**src/rtl/uart_pkg.sv**
```systemverilog
`default_nettype none
// ==== uart_pkg : shared types and constants for the UART receive path (rev 1.0) ====
package uart_pkg;

  localparam int UART_DATA_BITS          = 8;
  localparam int UART_OVERSAMPLE_DEFAULT = 16;

  typedef enum logic [2:0] {
    WAIT_IDLE = 3'd0,
    IDLE      = 3'd1,
    START     = 3'd2,
    DATA      = 3'd3,
    STOP      = 3'd4
  } uart_rx_state_t;

endpackage
`default_nettype wire

```
**src/rtl/sync_2ff.sv**
```systemverilog
`default_nettype none
// ==== sync_2ff : two-flop synchronizer with selectable reset value (rev 1.0) ====
module sync_2ff #(
  parameter logic RESET_VAL = 1'b0
) (
  input  logic clk_i,
  input  logic rst_ni,
  input  logic d_i,
  output logic q_o
);

  logic [1:0] sync_q;

  always_ff @(posedge clk_i or negedge rst_ni) begin
    if (!rst_ni) begin
      sync_q <= {2{RESET_VAL}};
    end else begin
      sync_q <= {sync_q[0], d_i};
    end
  end

  assign q_o = sync_q[1];

endmodule
`default_nettype wire

```
**src/rtl/uart_rx_8n1.sv**
```systemverilog
`default_nettype none
// ==== uart_rx_8n1 : 8N1 UART receiver, mid-bit sampling, valid/ack handshake (rev 1.0) ====
module uart_rx_8n1
  import uart_pkg::*;
#(
  parameter int OVERSAMPLE = UART_OVERSAMPLE_DEFAULT
) (
  input  logic       baud_clk,
  input  logic       rst_n,
  input  logic       uart_rx,
  input  logic       rx_ack,
  output logic [7:0] rx_data,
  output logic       rx_valid,
  output logic       rx_frame_err,
  output logic       rx_overrun,
  output logic       rx_busy
);

  localparam int CW = $clog2(OVERSAMPLE);
  localparam int BW = $clog2(UART_DATA_BITS);
  localparam logic [CW-1:0] C_HALF_M1  = CW'(OVERSAMPLE / 2 - 1);
  localparam logic [CW-1:0] C_LAST     = CW'(OVERSAMPLE - 1);
  localparam logic [BW-1:0] C_LAST_BIT = BW'(UART_DATA_BITS - 1);

  logic rx_s;

  uart_rx_state_t            state_q, state_d;
  logic [CW-1:0]             cnt_q, cnt_d;
  logic [BW-1:0]             bitidx_q, bitidx_d;
  logic [UART_DATA_BITS-1:0] shreg_q, shreg_d;
  logic [7:0]                data_q, data_d;
  logic                      valid_q, valid_d;
  logic                      ferr_q, ferr_d;
  logic                      ovr_q, ovr_d;
  logic                      deliver;

  sync_2ff #(
    .RESET_VAL(1'b1)
  ) u_sync (
    .clk_i (baud_clk),
    .rst_ni(rst_n),
    .d_i   (uart_rx),
    .q_o   (rx_s)
  );

  always_ff @(posedge baud_clk or negedge rst_n) begin
    if (!rst_n) begin
      state_q  <= WAIT_IDLE;
      cnt_q    <= '0;
      bitidx_q <= '0;
      shreg_q  <= '0;
      data_q   <= '0;
      valid_q  <= 1'b0;
      ferr_q   <= 1'b0;
      ovr_q    <= 1'b0;
    end else begin
      state_q  <= state_d;
      cnt_q    <= cnt_d;
      bitidx_q <= bitidx_d;
      shreg_q  <= shreg_d;
      data_q   <= data_d;
      valid_q  <= valid_d;
      ferr_q   <= ferr_d;
      ovr_q    <= ovr_d;
    end
  end

  always_comb begin
    state_d  = state_q;
    cnt_d    = cnt_q;
    bitidx_d = bitidx_q;
    shreg_d  = shreg_q;
    ferr_d   = 1'b0;
    deliver  = 1'b0;

    case (state_q)
      WAIT_IDLE: begin
        if (rx_s) state_d = IDLE;
      end
      IDLE: begin
        if (!rx_s) begin
          state_d = START;
          cnt_d   = '0;
        end
      end
      START: begin
        cnt_d = cnt_q + CW'(1);
        // Mid-start-bit check: a line already back high was a glitch.
        if (cnt_q == C_HALF_M1) begin
          cnt_d = '0;
          if (!rx_s) begin
            state_d  = DATA;
            bitidx_d = '0;
          end else begin
            state_d = IDLE;
          end
        end
      end
      DATA: begin
        if (cnt_q == C_LAST) begin
          cnt_d            = '0;
          shreg_d[bitidx_q] = rx_s;
          if (bitidx_q == C_LAST_BIT) begin
            state_d = STOP;
          end else begin
            bitidx_d = bitidx_q + BW'(1);
          end
        end else begin
          cnt_d = cnt_q + CW'(1);
        end
      end
      STOP: begin
        if (cnt_q == C_LAST) begin
          cnt_d = '0;
          // A low stop bit parks in WAIT_IDLE so a held break never retriggers.
          if (rx_s) begin
            deliver = 1'b1;
            state_d = IDLE;
          end else begin
            ferr_d  = 1'b1;
            state_d = WAIT_IDLE;
          end
        end else begin
          cnt_d = cnt_q + CW'(1);
        end
      end
      default: begin
        state_d = WAIT_IDLE;
      end
    endcase
  end

  always_comb begin
    data_d  = data_q;
    valid_d = valid_q;
    ovr_d   = ovr_q;

    // An ack on the delivery edge frees the slot, so the new byte replaces the old one.
    if (deliver) begin
      if (!valid_q || rx_ack) begin
        data_d  = shreg_q;
        valid_d = 1'b1;
        ovr_d   = 1'b0;
      end else begin
        ovr_d = 1'b1;
      end
    end else if (valid_q && rx_ack) begin
      valid_d = 1'b0;
      ovr_d   = 1'b0;
    end
  end

  assign rx_data      = data_q;
  assign rx_valid     = valid_q;
  assign rx_frame_err = ferr_q;
  assign rx_overrun   = ovr_q;
  assign rx_busy      = (state_q == START) || (state_q == DATA) || (state_q == STOP);

endmodule
`default_nettype wire

```
**config.mk**
```make
export PLATFORM = sky130hd
export DESIGN_NAME = uart_rx_8n1
export DESIGN_NICKNAME = d
export VERILOG_FILES = /design/src/rtl/uart_pkg.sv /design/src/rtl/sync_2ff.sv /design/src/rtl/uart_rx_8n1.sv
export SDC_FILE = /design/constraint.sdc
export NUM_CORES = 1
export LEC_CHECK = 0
export CORE_ASPECT_RATIO = 1.5
export CORE_MARGIN = 5
export CORE_UTILIZATION = 30
export CTS_CLUSTER_DIAMETER = 80
export DETAILED_ROUTE_END_ITERATION = 16
export PLACE_DENSITY = 0.47
export SLEW_MARGIN = 20
export SYNTH_ARGS = -nofsm -noshare
export SYNTH_HDL_FRONTEND = slang
export SYNTH_HIERARCHICAL = 1
export SYNTH_SLANG_ARGS = --single-unit
export TNS_END_PERCENT = 30
```
**constraint.sdc**
```tcl
create_clock -name baud_clk -period 2.48 [get_ports baud_clk]
set_input_delay 0.372 -clock baud_clk [delete_from_list [all_inputs] [get_ports baud_clk]]
set_output_delay 0.372 -clock baud_clk [all_outputs]
set_load 0.02 [all_outputs]
```
* Word level (Yosys, flattened, before mapping)
Index checks and enable logic that the tools add are counted.
** Storage, ports and cells
- Bits in registers :: 31
- Input bits :: 4
- Output and inout port bits :: 12
- Word-level logic and storage cells :: 78
** Cells by class
- Add/subtract/negate cells :: 2
- $lt $le $gt $ge :: 2
- Equality and inequality tests :: 16
- Muxes and demuxes :: 32
- Reductions and logical operators :: 17
** Operators with widths (count)
- $mux W3 :: 10
- $pmux W3 S5 :: 1
- $ne A2 B2 Y1 const B :: 7
- $mux W1 :: 13
- $mux W4 :: 3
- $pmux W4 S3 :: 1
- $bwmux W8 :: 1
- $reduce_and A2 Y1 :: 4
- $eq A3 B2 Y1 const B :: 2
- $eq A3 B3 Y1 const B :: 2
- $pmux W3 S2 :: 1
- $reduce_and A6 Y1 :: 1
- $reduce_and A5 Y1 :: 1
- $add A4 B1 Y4 const B :: 1
- $eq A4 B3 Y1 const B :: 1
- $eq A4 B4 Y1 const B :: 1
- $lt A3 B4 Y1 const B :: 1
- $ne A2 B1 Y1 const B :: 2
- $reduce_bool A2 Y1 :: 2
- $add A3 B1 Y3 const B :: 1
- $demux W1 S3 :: 1
- $eq A3 B1 Y1 const B :: 1
- $ge A3 B1 Y1 const B :: 1
- $logic_not A3 Y1 :: 1
- other kinds (6) :: 9

* Depth between registers and ports, before layout
Gate-level depths: netlist (run 1).
- Depth after elaboration :: 5
- Mapped depth :: 6

* Cells and area by module
The synthesis (run 1) kept the hierarchy.
** By module, submodules not included
- uart_rx_8n1 :: times used 1, cells each 128, area an instance 1452.6 um^2, sequential area each 725.7 um^2
- sync_2ff :: times used 1, cells each 2, area an instance 52.6 um^2, sequential area each 52.6 um^2

* Least setup slack after synthesis (run 1)
No wires, ideal clock.
- Path type :: reg2reg
- Start :: register bitidx_q[1]
- End :: register bitidx_q[0]
- Library setup time :: 125 ps
- Arrival time :: 1519 ps
- Required time :: 2355 ps
- Slack :: 836 ps
- Stages on the path, launching flop included :: 7
- Path buffers :: 0
- Period minus slack after synthesis :: 1644 ps
- Path through :: dfrtp_1 ha_1 ha_1 inv_1 a31oi_1 nor3_2 mux2_2
** On the way
- Cells in the longest elaborated chain, start to end :: 3
** Ends and longest elaborated chain
- from (decl) :: line uart_rx_8n1.sv:29 : logic [BW-1:0] bitidx_q, bitidx_d;
- from (signal assigned) :: line uart_rx_8n1.sv:59 : bitidx_q <= bitidx_d;
- $eq A3 B3 Y1 :: line uart_rx_8n1.sv:103 : if (bitidx_q == C_LAST_BIT) begin
- $ne A2 B2 Y1 (no source line)
- $reduce_and A5 Y1 (no source line)
Every way passes these cells.
A chain may end at the register's enable or synchronous reset.

* Worst setup path after layout (run 1)
- Start :: register state_q[1]
- End :: output rx_busy
** On the way
- Cells in the longest elaborated chain, start to end :: 3
** Ends and longest elaborated chain
- from (decl) :: line uart_rx_8n1.sv:27 : uart_rx_state_t state_q, state_d;
- from (signal assigned) :: line uart_rx_8n1.sv:57 : state_q <= state_d;
- $eq A3 B2 Y1 :: line uart_rx_8n1.sv:157 : assign rx_busy = (state_q == START) || (state_q == DATA) || (state_q == STOP);
- $logic_or A1 B1 Y1 :: line uart_rx_8n1.sv:157
- $logic_or A1 B1 Y1 * :: line uart_rx_8n1.sv:157
- to (decl) :: line uart_rx_8n1.sv:16 : output logic rx_busy
Mark *: on every way between the ends. The rest lies on a longest branch, timed or not.

==> results of run 1 <==
-- worst max-delay path, cell delays in order (launching register included) --
cell	delay, ns
dfrtp_1	0.50
or3b_4	0.47
nand2_1	0.13
clkdlybuf4s50_1	0.62
-- where the power goes --
group	internal (W)	switching [W]	total [W]
clock	0.000252	0.000185	0.000437
combinational	0.000184	0.000193	0.000377
sequential	0.000600	0.000131	0.000730
-- cells in the final DEF (no fill, tap or decap), types with 3 or more instances in the layout --
cell,instances
a21oi_1,10
and2_1,3
clkbuf_8,7
clkdlybuf4s50_1,15
dfrtp_1,28
ha_1,3
inv_1,3
mux2_2,19
mux2i_1,3
nand2_1,9
nand3_1,6
nor2_1,3
nor3_1,4
o21ai_0,3
-- per-stage QoR --
step / hold slack, ns / power (W)
6_report: 0.359 / 0.00154
5_1_grt: 0.368 / 0.00166
4_1_cts: 0.362 / 0.00157
3_5_place_dp: 0.352 / 0.00112
3_3_place_gp: 0.346 / 0.00110
2_1_floorplan: 0.0764 / 0.00103
-- registers in the layout, summed over array words and instances, names as in the netlist, 2 cells and up --
signal / cells
u_sync/sync_q: 2
shreg_q: 8
bitidx_q: 3
cnt_q: 4
state_q: 3
rx_data: 8
-- final timing paths --
kind | startpoint | endpoint | cells after the start
max | state_q[1] | rx_busy | 3
min | u_sync/sync_q[0] | u_sync/sync_q[1] | 0
max reg2reg | bitidx_q[1] | bitidx_q[1] | 6
min reg2reg | u_sync/sync_q[0] | u_sync/sync_q[1] | 0
max in group asynchronous | rst_n | u_sync/sync_q[0] | 2
min in group asynchronous | rst_n | rx_frame_err | 2
-- cells by family after synthesis --
kind of cell	synth area share (%)
muxes	16.2
DFF	51.7
buffers and inverters	3.49
and+or+nand+nor	17.8
adders and majority gates	2.49
AOI/OAI and AO/OA	8.31
-- layout make-up --
cell class              count  area [um2]
repair buffers             16         158
inverters                   3        11.3
well taps                  66        82.6
multi-input cells          89         677
flip-flops and latches     31         779
fillers                   482        3040
clock buffers               7        96.3
clock inverters             1        7.51
-- repair_timing --
item / in CTS / in global routing
resized for setup: 0 / 2
buffers inserted: 0 / 0
setup endpoints to repair: 0 / 1
endpoints found under the hold margin: 0 / 0
-- per-layer routing --
metal  GRT usage [%]  vias to the layer above
li1                -                      500
met1            12.5                      522
met2            16.7                       27
met3            4.06                        6
met4            5.51                        0
met5               0                        -
==> results.sh, run 1 <==
export IMPL_synth_edf_count=0
export IMPL_place_ws_ns=0.332
export IMPL_cts_hold_buf=0
export IMPL_route_top_layer_used="met4"
export IMPL_instances_no_fill=213
export IMPL_worst_r2r_setup_slack_ns=0.68
export IMPL_synthToLayoutAreaGrowth_pct=20.4
export IMPL_final_max_slew_viol_count=0
export IMPL_p_leak_nw=0.808
export IMPL_core_area_um2=4850
export IMPL_vias=1055
export IMPL_layout_min_cycle_time_ns=2.37
export IMPL_gr_total_overflow=0
export IMPL_syn_area_per_cell_um2=11.6
export IMPL_crit_type="register to output pin"
export IMPL_setup_tns_final_ns=0
export IMPL_io_pins=16
export IMPL_initial_core_util_pct=31.0
export IMPL_cts_htree_levels=2
export IMPL_final_layout_size_suffix_gt1_share_pct=25.9
export IMPL_routedWlPerCell_um=13.9
export IMPL_antenna_cells=0
export IMPL_route_met2_wl_um=1570
export IMPL_final_nets=153
export IMPL_core_rowCount=31
export IMPL_synth_top_area_cell="dfrtp_1"
export IMPL_max_cap_violations=0
export IMPL_dp_hpwl_um=2100
export IMPL_finish_instance_area_um2=1810
export IMPL_worst_pin_slew_ns=0.406
export IMPL_dpl_cell_count=205
export IMPL_fin_ws_ns=0.114
export IMPL_clk_pin_slew_ns=0.07
export IMPL_max_freq_mhz=423
export IMPL_synth_most_common_cell="dfrtp_1"
export IMPL_worst_hold_path_type="register to register"
export IMPL_synth_async_reset_ratio_pct=100
export IMPL_fin_util_pct=37.4
export IMPL_drt_iter0_drc=10
export IMPL_syn_num_nets=137
export IMPL_dr_pass1_iters=4
export IMPL_synth_top_flop_cell="dfrtp_1"
export IMPL_p_per_area_nw_per_um2=853
export IMPL_yosysWarningCount=6
export IMPL_cp_data_required_time_ns=2.11
export IMPL_fp_dieH_um=96.8
export IMPL_worstSetupStartpointType="register"
export IMPL_avgViaCountPerCell=4.95
export IMPL_slew_headroom_pct=73.0
export IMPL_met1_length_um=1220
export IMPL_syn_instance_count=130
export IMPL_crit_arrival_ns=1.99
export IMPL_grt_pass1_vias=1108
export IMPL_wl_met3_um=123
export IMPL_ir_drop_mv=0.318
export IMPL_synth_seq_area_share_pct=51.7
export IMPL_ys_ff_latch=31
export IMPL_worst_path_max_fanout=12
export IMPL_drt_total_wl_um=2960
export IMPL_gp_congestion=0.777
export IMPL_grt_pass1_wl_um=5240
export IMPL_grt_setup_unrepaired="no"
export IMPL_cts_root_buffer="clkbuf_8"
export IMPL_cts_tree="done"
export IMPL_die_area_um2=6560
export IMPL_numCtsBuffers=5
export IMPL_cts_sinks=31
export IMPL_grt_use_total_pct=10.7
export IMPL_end_kind="output pin"
export IMPL_hold_violations=0
export IMPL_synth_area_top_cells="dfrtp_1, mux2_2, dfstp_2"
export IMPL_ant_nets=0
export IMPL_synth_lib_cells_used_distinct=38
export IMPL_place_area_um2=1700
export IMPL_synth_area_um2=1510
export IMPL_clk_insertion_delay_late_ns=0.28
export IMPL_status="completed"
export IMPL_fp_dieW_um=67.8
export IMPL_fin_crit_sh_pct=95.4
export IMPL_portBuffers=15
export IMPL_antenna_found_initial=0
export IMPL_synth_top_cells_by_count="dfrtp_1, mux2_2, a21oi_1"
export IMPL_grt_max_degree=32
export IMPL_synth_top_area_share_pct=48.2
export IMPL_fin_skew_ns=0.00472
export IMPL_clockBufferDepth=2
export IMPL_finalSetupViolCount=0
export IMPL_drc=0
Note: power is estimated with default switching activity, not from simulation.
==> inputs of run 2 (changes only) <==
--- a/config.mk
+++ b/config.mk
@@ -10,6 +10,7 @@
 export CORE_UTILIZATION = 30
 export CTS_CLUSTER_DIAMETER = 80
 export DETAILED_ROUTE_END_ITERATION = 16
+export GPL_TIMING_DRIVEN = 0
 export PLACE_DENSITY = 0.47
 export SLEW_MARGIN = 20
 export SYNTH_ARGS = -nofsm -noshare
==> results.sh, run 2 (synthesis results as in run 1) <==
export IMPL_finalSetupViolCount=0
export IMPL_cp_slowest_cell="clkdlybuf4s50_1"
export IMPL_final_cell_mix="dfrtp_1, mux2_2, clkdlybuf4s50_1"
export IMPL_max_cap_violations=0
export IMPL_critPathTopFamily="buffers and inverters"
export IMPL_grt_pass1_vias=1135
export IMPL_grt_setup_unrepaired="no"
export IMPL_cts_htree_levels=2
export IMPL_route_top_layer_used="met4"
export IMPL_post_cts_setup_buffers=0
export IMPL_p_per_area_nw_per_um2=850
export IMPL_multiInputGateArea_um2=674
export IMPL_portBuffers=15
export IMPL_end_kind="output pin"
export IMPL_io_pins=16
export IMPL_fillCellCount=495
export IMPL_gr_total_overflow=0
export IMPL_initial_core_util_pct=31.0
export IMPL_core_area_um2=4850
export IMPL_worst_pin_slew_ns=0.694
export IMPL_path_cells="buf_4, or3b_1, buf_2, nand2_1, clkdlybuf4s50_1"
export IMPL_clk_pin_slew_ns=0.07
export IMPL_crit_arrival_ns=2.02
export IMPL_place_area_um2=1730
export IMPL_ir_drop_mv=0.302
export IMPL_cts_hold_buf=0
export IMPL_worst_path_max_fanout=10
export IMPL_holdWs_ns=0.134
export IMPL_synthToLayoutAreaGrowth_pct=21.8
export IMPL_fp_dieH_um=96.8
export IMPL_drt_total_wl_um=3010
export IMPL_seqCellArea_um2=778
export IMPL_fin_util_pct=37.8
export IMPL_met1_length_um=1210
export IMPL_worstSetupStartpointType="register"
export IMPL_avgViaCountPerCell=4.86
export IMPL_setup_tns_final_ns=0
export IMPL_final_common_cell="dfrtp_1"
export IMPL_dr_pass1_iters=4
export IMPL_layout_min_cycle_time_ns=2.39
export IMPL_worst_hold_path_type="primary input to asynchronous set/reset pin"
export IMPL_finish_instance_area_um2=1830
export IMPL_cts_root_buffer="clkbuf_8"
export IMPL_drc=0
export IMPL_antenna_found_initial=0
export IMPL_fin_skew_ns=0.00526
export IMPL_crit_type="register to output pin"
export IMPL_grt_max_degree=32
export IMPL_final_layout_size_suffix_gt1_share_pct=26.8
export IMPL_ant_nets=0
export IMPL_gp_congestion=0.770
export IMPL_grt_use_total_pct=10.8
export IMPL_cts_tree="done"
export IMPL_hold_violations=0
export IMPL_antenna_cells=0
export IMPL_slew_headroom_pct=53.7
export IMPL_cts_sinks=31
export IMPL_status="completed"
export IMPL_path_buf_inv=3
export IMPL_core_rowCount=31
export IMPL_clockBufferDepth=2
export IMPL_cts_resized=0
export IMPL_route_met2_wl_um=1600
export IMPL_vias=1064
export IMPL_fin_ws_ns=0.0911
export IMPL_numCtsBuffers=5
export IMPL_final_max_slew_viol_count=0
export IMPL_wl_met3_um=132
export IMPL_grt_pass1_wl_um=5360
export IMPL_routedWlPerCell_um=13.8
export IMPL_place_ws_ns=0.400
export IMPL_dp_hpwl_um=2150
export IMPL_drt_iter0_drc=47
export IMPL_max_freq_mhz=419
export IMPL_p_leak_nw=0.828
export IMPL_fin_crit_sh_pct=96.3
export IMPL_fp_dieW_um=67.8
export IMPL_die_area_um2=6560
export IMPL_cpPeakStageDelay_ns=0.62
export IMPL_final_nets=159
export IMPL_cp_data_required_time_ns=2.11
export IMPL_clk_insertion_delay_late_ns=0.28
## run 2: cell type report
cell class / instances / share of cell area (%)
clock buffers: 8 / 5.46
inverters: 3 / 0.614
repair buffers: 15 / 7.92
multi-input cells: 89 / 36.8
plain buffers: 7 / 2.25
well taps: 66 / 4.51
flip-flops and latches: 31 / 42.5
## run 2: where the power goes
part / switching (W) / internal, W
Clock: 0.000180 / 0.000253
Combinational: 0.000232 / 0.000203
Sequential: 0.0000923 / 0.000598
## run 2: layer usage
layer	global-route usage [%]	vias to the layer above
met2	17.2	19
met1	12.5	525
met4	5.51	0
met3	3.94	8
met5	0	-
li1	-	512
## run 2: path summary, 6_finish.rpt
kind / slack [ns] / depth (start not counted) / endpoint / start
min in group baud_clk: 0.36 / 0 / u_sync/sync_q[1] / u_sync/sync_q[0]
max in group asynchronous: 1.90 / 1 / shreg_q[5] / rst_n
worst max-delay path: 0.09 / 5 / rx_busy / state_q[2]
worst min register to register: 0.36 / 0 / u_sync/sync_q[1] / u_sync/sync_q[0]
worst min-delay path: 0.13 / 1 / cnt_q[0] / rst_n
worst max register to register: 0.67 / 5 / cnt_q[3] / cnt_q[1]
## run 2: metrics by stage
step                      total power, W  std cells
after detailed placement         0.00114        211
after CTS                        0.00158        219
after global routing             0.00168        219
final                            0.00156        219
after global placement           0.00112        211
after floorplan                  0.00103        130
==> inputs of run 3 (changes only) <==
--- a/config.mk
+++ b/config.mk
@@ -5,6 +5,7 @@
 export SDC_FILE = /design/constraint.sdc
 export NUM_CORES = 1
 export LEC_CHECK = 0
+export ABC_CLOCK_PERIOD_IN_PS = 2480
 export CORE_ASPECT_RATIO = 1.5
 export CORE_MARGIN = 5
 export CORE_UTILIZATION = 30
==> results of run 3 <==
The final DEF is identical to that of run 2; final timing and power are the same.
